File: src/rtl/bp_fe_mem_arbiter.sv
// Front-end mem command port arbiter: merges speculative fetches with ITLB/I$
// maintenance, tracks fetches in flight and drains them before issuing a fence.
module bp_fe_mem_arbiter #(
  parameter int unsigned cmd_width_p    = 128,
  parameter int unsigned max_inflight_p = 2,
  localparam int unsigned cnt_width_lp  = $clog2(max_inflight_p + 1)
) (
  input  logic                    clk_i,
  input  logic                    reset_i,

  input  logic [cmd_width_p-1:0]  fetch_cmd_i,
  input  logic                    fetch_v_i,
  output logic                    fetch_yumi_o,

  input  logic [cmd_width_p-1:0]  maint_cmd_i,
  input  logic                    maint_v_i,
  input  logic                    maint_fence_i,
  output logic                    maint_yumi_o,

  output logic [cmd_width_p-1:0]  mem_cmd_o,
  output logic                    mem_cmd_v_o,
  input  logic                    mem_cmd_yumi_i,

  input  logic                    mem_resp_v_i,
  input  logic                    mem_poison_i,

  output logic [cnt_width_lp-1:0] inflight_o,
  output logic                    busy_o,
  output logic                    error_o
);

  localparam logic [cnt_width_lp-1:0] max_cnt_lp = cnt_width_lp'(max_inflight_p);

  typedef enum logic [1:0] {StIdle, StDrain, StIssue} state_e;

  state_e                  state_q;
  logic [cnt_width_lp-1:0] inflight_q, inflight_d;
  logic                    error_q;

  logic dec, room, dec_ok, dec_err, inc_err, prot_err;

  // Command mux and handshakes; everything is quiet while reset is held.
  always_comb begin
    dec          = mem_resp_v_i | mem_poison_i;
    room         = (inflight_q < max_cnt_lp) | dec;
    mem_cmd_o    = fetch_cmd_i;
    mem_cmd_v_o  = 1'b0;
    fetch_yumi_o = 1'b0;
    maint_yumi_o = 1'b0;
    if (!reset_i) begin
      case (state_q)
        StIdle: begin
          if (maint_v_i & ~maint_fence_i) begin
            mem_cmd_o    = maint_cmd_i;
            mem_cmd_v_o  = 1'b1;
            maint_yumi_o = mem_cmd_yumi_i;
          end else if (!maint_v_i) begin
            // A fence request blocks fetch in the cycle it is first seen.
            mem_cmd_v_o  = fetch_v_i & room;
            fetch_yumi_o = mem_cmd_yumi_i & fetch_v_i & room;
          end
        end
        StIssue: begin
          mem_cmd_o    = maint_cmd_i;
          mem_cmd_v_o  = maint_v_i;
          maint_yumi_o = mem_cmd_yumi_i & maint_v_i;
        end
        default: ;
      endcase
    end
  end

  // In-flight count next state; resp and poison together are one decrement.
  always_comb begin
    dec_ok     = dec & (inflight_q != '0);
    dec_err    = dec & (inflight_q == '0);
    inc_err    = fetch_yumi_o & ~dec_ok & (inflight_q == max_cnt_lp);
    prot_err   = (state_q != StIdle) & ~maint_v_i;
    inflight_d = inflight_q + cnt_width_lp'(fetch_yumi_o) - cnt_width_lp'(dec_ok);
  end

  // Fence sequencer: drain on the registered count, then present the fence.
  always_ff @(posedge clk_i or posedge reset_i) begin
    if (reset_i) begin
      state_q <= StIdle;
    end else begin
      case (state_q)
        StIdle: begin
          if (maint_v_i & maint_fence_i) state_q <= StDrain;
        end
        StDrain: begin
          if (!maint_v_i)              state_q <= StIdle;
          else if (inflight_q == '0)   state_q <= StIssue;
        end
        StIssue: begin
          if (!maint_v_i || mem_cmd_yumi_i) state_q <= StIdle;
        end
        default: state_q <= StIdle;
      endcase
    end
  end

  // Counter and sticky error flag.
  always_ff @(posedge clk_i or posedge reset_i) begin
    if (reset_i) begin
      inflight_q <= '0;
      error_q    <= 1'b0;
    end else begin
      inflight_q <= inflight_d;
      error_q    <= error_q | dec_err | inc_err | prot_err;
    end
  end

  assign inflight_o = inflight_q;
  assign busy_o     = (state_q != StIdle);
  assign error_o    = error_q;

endmodule

File: config.mk
export PLATFORM = sky130hd
export DESIGN_NAME = bp_fe_mem_arbiter
export DESIGN_NICKNAME = d
export VERILOG_FILES = /design/src/rtl/bp_fe_mem_arbiter.sv
export SDC_FILE = /design/constraint.sdc
export NUM_CORES = 1
export LEC_CHECK = 0
export ABC_AREA = 1
export BUFFER_PORTS_ARGS = -buffer_cell sky130_fd_sc_hd__buf_2
export CORE_AREA = 2 2 156 158
export CTS_CLUSTER_DIAMETER = 150
export CTS_CLUSTER_SIZE = 12
export DETAILED_ROUTE_END_ITERATION = 8
export DIE_AREA = 0 0 158 160
export PLACE_DENSITY = 0.36
export RECOVER_POWER = 100
export SLEW_MARGIN = 0
export SYNTH_ARGS = -nofsm -noshare
export SYNTH_HDL_FRONTEND = slang
export SYNTH_SLANG_ARGS = --single-unit
File: constraint.sdc
create_clock -name clk_i -period 2.85 [get_ports clk_i]
set_clock_uncertainty 0.15 [all_clocks]
set_input_delay 0.285 -clock clk_i [delete_from_list [all_inputs] [get_ports clk_i]]
set_output_delay 0.285 -clock clk_i [all_outputs]
set_load 0.02 [all_outputs]
==> out/results.tsv, run 1 <==
metric	value	unit
status	finished, final reports clean	
Final Hold Fails	0	
Reg power frac	0.059	
antenna-violating nets left	0	
mean post-synth cell area	4.66	um2
gr ovfl total	0	
Setup Viol. Count Final	0	
Int Pwr	845	uW
min Tclk post-route	2.64	ns
full die area	25300	um2
Worst VDD drop	0.290	mV
CTS tree	yes	
nets	1252	
CP Launch Type	input pin	
crit path kind	input pin to output port	
clk_lat worst skew	0.23	ns
post-DR vias/cell	3.69	
Mapped Cells	619	
Net Count, Synth	885	
Die W	158	um
switching share of power	0.600	
worst slew pin tran	0.593	ns
cell row count	57	
clock-pin slew on the worst setup and hold paths	0.03	ns
most common cell after layout, fill and taps aside	buf_2	
worst-path cell chain	dlygate4sd3_1 > clkbuf_1 > nor2_4 > nand2_4 > buf_6 > nand2_1 > nand2_1 > inv_1 > clkbuf_1	
Non-Filler Instances	1311	
FMAX	379	MHz
Final Cycle Share	0.925	
WL/cell	11.7	um
H-tree depth	1	
Power Dens Cells	410	nW/um2
Setup WS pre-CTS	0.703	ns
DRT Pass-1 Iters	4	
DP Area	5180	um2
CP max-delay cell	dlygate4sd3_1	
CP Max Fanout	57	
# DRC	0	
Net Switching	1270	uW
number of enable flip-flop cells after synthesis	0	
vias in the first global route	4622	
Routed WL	15.3	mm
Max Slew Vio Count	0	
cell taking the most area after synthesis	nand2_1	
Clk network pwr share	0.109	
max_cap viols	0	
CP Capture Type	output port	
post-DP HPWL	12.2	mm
Core ar.	23800	um2
CP arrival	2.20	ns
num ports	399	
Worst Hold Class	input pin to flop	
share of flip-flops with an asynchronous set or reset	1.00	
Top FF cell, synth	dfrtp_1	
Synth-to-Final Area Change	78.6	%
clock sink total	5	
first-pass GRT wire length	22.5	mm
Max clock buf depth	2	
final instance area	5150	um2
top cell type's share of synthesized area	0.207	
via count	4842	
slowest stage delay, CP	0.53	ns
Placed Instances	1304	
DIE HEIGHT	160	um
initial core utilization	0.121	
initial drt markers	312	
Comb pwr share	0.831	
synthesized cell area	2890	um2
IO Port Bufs	398	
FILL cells	2895	
Distinct cells, synth	17	
antenna violations before repair	2	
root cell of the clock tree	clkbuf_16	
LEAKAGE	0.00333	uW
Critical Path RT	2.41	ns
final RePlAce weighted congestion	0.762	
most frequent cells in the layout	buf_2, nand2_1, inv_1	
Num CTS Buffers	3	
yosys warns	0	
FF+latch count, synth	5	
worst rel slew slack	0.605	
unrepaired setup endpoints after global routing	no	
final setup margin	0.214	ns
largest net degree at the start of global routing	129	
setup_tns	0	ns
share of layout cells above drive strength 1	0.333	
largest cells by area after synthesis	nand2_1, inv_1, nand3b_1, nor2_1, a21oi_1	
post-synthesis sequential area ratio	0.0434	
Total Routing Usage GR	0.109	
Resize count post-CTS	0	
==> timing repair <==
action                                  4_1_cts  5_1_grt
endpoints found under the hold margin         5        0
endpoints found under the setup margin        0        0
setup buffers                                 0        0
hold buffers                                  1        0
==> kinds of logic after synthesis <==
logic type               synth area share
buffers and inverters               0.275
adder cells (fa/ha/maj)           0.00867
flip-flops                         0.0434
XOR/XNOR                          0.00607
AND/OR/NAND/NOR                     0.558
AO/OA/AOI/OAI                       0.109
==> cell type report <==
type | count | area, um2 | area share
multi-input cells | 421 | 1990 | 0.386
repair buffers | 404 | 1980 | 0.385
inverters | 151 | 567 | 0.110
well taps | 324 | 405 | 0.0787
flip-flops and latches | 5 | 125 | 0.0243
clock buffers | 4 | 78.8 | 0.0153
diodes | 2 | 5.00 | 0.000971
==> power groups by stage <==
stage | logic, uW | registers, uW | clock network (uW)
6_report | 1760 | 125 | 231
2_1_floorplan | 1160 | 134 | 0
5_1_grt | 1950 | 133 | 240
3_3_place_gp | 1860 | 127 | 0
4_1_cts | 1840 | 126 | 235
3_5_place_dp | 1830 | 127 | 0
==> per-stage QoR <==
step | power (uW) | hold slack [ns] | utilization
CTS | 2200 | 0.191 | 0.221
global route | 2320 | 0.211 | 0.216
floorplan | 1300 | -0.0865 | -
detailed placement | 1960 | 0.0959 | 0.217
finish | 2110 | 0.194 | 0.216
global placement | 1990 | 0.0993 | 0.217
==> flip-flops by register name, summed over array words and instances (netlist names) <==
register	cells
inflight_o	2
state_q	2
error_o	1
==> routing by layer <==
metal	share of wire	GRT usage	up-vias
met5	0	0	-
met4	0.0046	0.00901	0
met3	0.10	0.0223	7
met2	0.51	0.219	241
met1	0.38	0.118	2048
li1	-	-	2546
==> critical path: cells and delay by family <==
family / cells / cell delay, ns
buf+inv: 5 / 1.21
simple gates: 4 / 0.65
==> final timing paths <==
path	from	end	slack [ns]	depth (start not counted)
min reg2reg	error_o$_DFF_PP0_	error_o$_DFF_PP0_	0.34	2
max in group asynchronous	reset_i	inflight_o[0]$_DFF_PP0_	1.96	3
min in group asynchronous	reset_i	state_q[1]$_DFFE_PP0P_	0.41	3
max	reset_i	mem_cmd_o[105]	0.21	9
max reg2reg	state_q[0]$_DFFE_PP0P_	inflight_o[1]$_DFF_PP0_	0.97	5
min	maint_fence_i	state_q[0]$_DFFE_PP0P_	0.19	3
==> cells in the mapped netlist (2+ instances only) <==
master,number
nand2_1,159
inv_1,151
nor2_1,120
nand3b_1,72
a21oi_1,59
buf_2,33
buf_4,7
dfrtp_1,5
clkbuf_1,2
ha_1,2
o31ai_1,2
xnor2_1,2
(Power assumes the default switching activity.)
==> run 2: changes to the inputs <==
--- a/config.mk
+++ b/config.mk
@@ -14,6 +14,7 @@
 export DIE_AREA = 0 0 158 160
 export PLACE_DENSITY = 0.36
 export RECOVER_POWER = 100
+export SKIP_LAST_GASP = 1
 export SLEW_MARGIN = 0
 export SYNTH_ARGS = -nofsm -noshare
 export SYNTH_HDL_FRONTEND = slang
==> constraint.sdc (replaced) <==
create_clock -name clk_i -period 2.85 [get_ports clk_i]
set_clock_uncertainty 0.15 [all_clocks]
set_input_delay 0.7125 -clock clk_i [delete_from_list [all_inputs] [get_ports clk_i]]
set_output_delay 0.7125 -clock clk_i [all_outputs]
set_load 0.02 [all_outputs]
==> run 2 against run 1 <==
  * Flip-flop and latch count unchanged
  * Sequential power about the same
  * Cell count is 2.1% higher
  * Total power rose by 11%
  * Global-route usage rose by 0.28 points
  * Largest cell class is now non-clock buffers
  * Routed wire length rose by 1.8%
  * First-iteration DRC count fell by 13%
  * Clock-buffer cell count did not move
  * Largest power group unchanged
==> out/results.tsv, run 2 (same netlist as run 1, synthesis figures left out) <==
metric	value	unit
status	finished, final reports clean	
CP Launch Type	input pin	
Num CTS Buffers	3	
antenna violations before repair	2	
WL/cell	11.6	um
DIE HEIGHT	160	um
initial core utilization	0.121	
IO Port Bufs	398	
final RePlAce weighted congestion	0.760	
Setup Viol. Count Final	0	
worst-path cell chain	buf_2 > inv_1 > nand2_1 > nand2_4 > buf_16 > buf_4 > nand3b_1 > nand2_1 > inv_1 > buf_2	
cell row count	57	
final instance area	5530	um2
Reg power frac	0.054	
Synth-to-Final Area Change	91.7	%
Worst VDD drop	0.186	mV
Clk network pwr share	0.099	
met3 GRT Util	0.0212	
num ports	399	
CP max-delay cell	buf_16	
CP arrival	1.90	ns
Core ar.	23800	um2
final hold slack	0.258	ns
Comb pwr share	0.847	
Critical Path RT	1.99	ns
min Tclk post-route	2.76	ns
Worst Hold Class	input pin to async pin	
first-pass GRT wire length	22.9	mm
full die area	25300	um2
DP Area	5440	um2
unrepaired setup endpoints after global routing	yes	
crit path kind	input pin to output port	
nets	1279	
Final Power	2340	uW
final core occ	0.232	
most common cell after layout, fill and taps aside	buf_2	
initial drt markers	272	
Max clock buf depth	2	
switching share of power	0.557	
LEAKAGE	0.00369	uW
clock-pin slew on the worst setup and hold paths	0.03	ns
Routed WL	15.6	mm
post-DR vias/cell	3.69	
share of layout cells above drive strength 1	0.429	
Total Routing Usage GR	0.111	
FMAX	363	MHz
vias in the first global route	4599	
worst rel slew slack	0.798	
DRT Pass-1 Iters	4	
grt peak-use layer	met2	
Die W	158	um
worst slew pin tran	0.303	ns
Max Slew Vio Count	0	
slowest stage delay, CP	0.26	ns
met1 global-route usage	0.127	
clock sink total	5	
CP Max Fanout	46	
via count	4941	
H-tree depth	1	
root cell of the clock tree	clkbuf_16	
Power Dens Cells	423	nW/um2
largest net degree at the start of global routing	63	
Net Switching	1300	uW
Int Pwr	1040	uW
met2 Track Usage GR	0.219	
max_cap viols	0	
antenna-violating nets left	0	
post-DP HPWL	12.9	mm
Final Cycle Share	0.968	
postcts setup bufs	0	
# DRC	0	
gr ovfl total	0	
clk_lat worst skew	0.23	ns
CTS tree	yes	
CP Capture Type	output port	
Final Hold Fails	0	
most frequent cells in the layout	buf_2, nand2_1, inv_1	
-- run 2: changes by cell type in the layout (fill, tap and decap cells not counted), moves of 2 or more --
cell / previous run / this run
buf_6: 2 / 0
clkbuf_1: 82 / 6
buf_12: 3 / 8
buf_4: 0 / 24
buf_2: 316 / 393
-- run 2: power groups by stage --
stage	Clock [uW]	Sequential, uW	Combinational (uW)
2_1_floorplan	0	134	1160
3_3_place_gp	0	126	2020
3_5_place_dp	0	125	2010
4_1_cts	237	124	2010
5_1_grt	241	131	2200
6_report	231	126	1980
-- run 2: per-layer routing --
metal,up-vias,routed length [um]
li1,2602,-
met1,2093,6140
met2,240,7870
met3,6,1500
met4,0,49
met5,-,0
-- run 2: cell type report --
cell class / count / area, um2
antenna: 2 / 5.00
clock buffer: 4 / 78.8
fill: 2893 / 18300
inverter: 151 / 567
multi-input combinational: 421 / 2000
sequential: 5 / 125
tap: 324 / 405
timing repair buffer: 431 / 2350
-- run 2: repair_timing --
| action | CTS | global route |
|---|---|---|
| endpoints found under the setup margin | 0 | 43 |
| gates resized for setup | 0 | 3 |
| hold buffers | 0 | 0 |
| endpoints found under the hold margin | 0 | 0 |
-- run 2: path summary, 6_finish.rpt --
check                                        from                       to  slack, ns  cells past startpoint
setup / recovery                    maint_fence_i            mem_cmd_o[98]       0.09                     10
hold / removal                            reset_i        error_o$_DFF_PP0_       0.26                      2
setup reg to reg           state_q[0]$_DFFE_PP0P_  inflight_o[1]$_DFF_PP0_       0.92                      7
hold reg to reg                 error_o$_DFF_PP0_        error_o$_DFF_PP0_       0.33                      2
max in group asynchronous                 reset_i  inflight_o[1]$_DFF_PP0_       2.12                      2
min in group clk_i              error_o$_DFF_PP0_        error_o$_DFF_PP0_       0.33                      2
-- run 2: stage by stage --
| stage | cells | setup WS, ns | TNS, ns |
|---|---|---|---|
| global route | 1337 | -0.0451 | -0.427 |
| detailed placement | 1332 | 0.0181 | 0 |
| floorplan | 619 | 0.301 | 0 |
| global placement | 1332 | 0.0112 | 0 |
| CTS | 1336 | 0.00953 | 0 |
| finish | 1338 | 0.0919 | 0 |
-- run 2: critical path, delay by kind of cell --
kind                   cells  cell delay (ns)
buffers and inverters      6             0.79
AND/OR/NAND/NOR            4             0.38
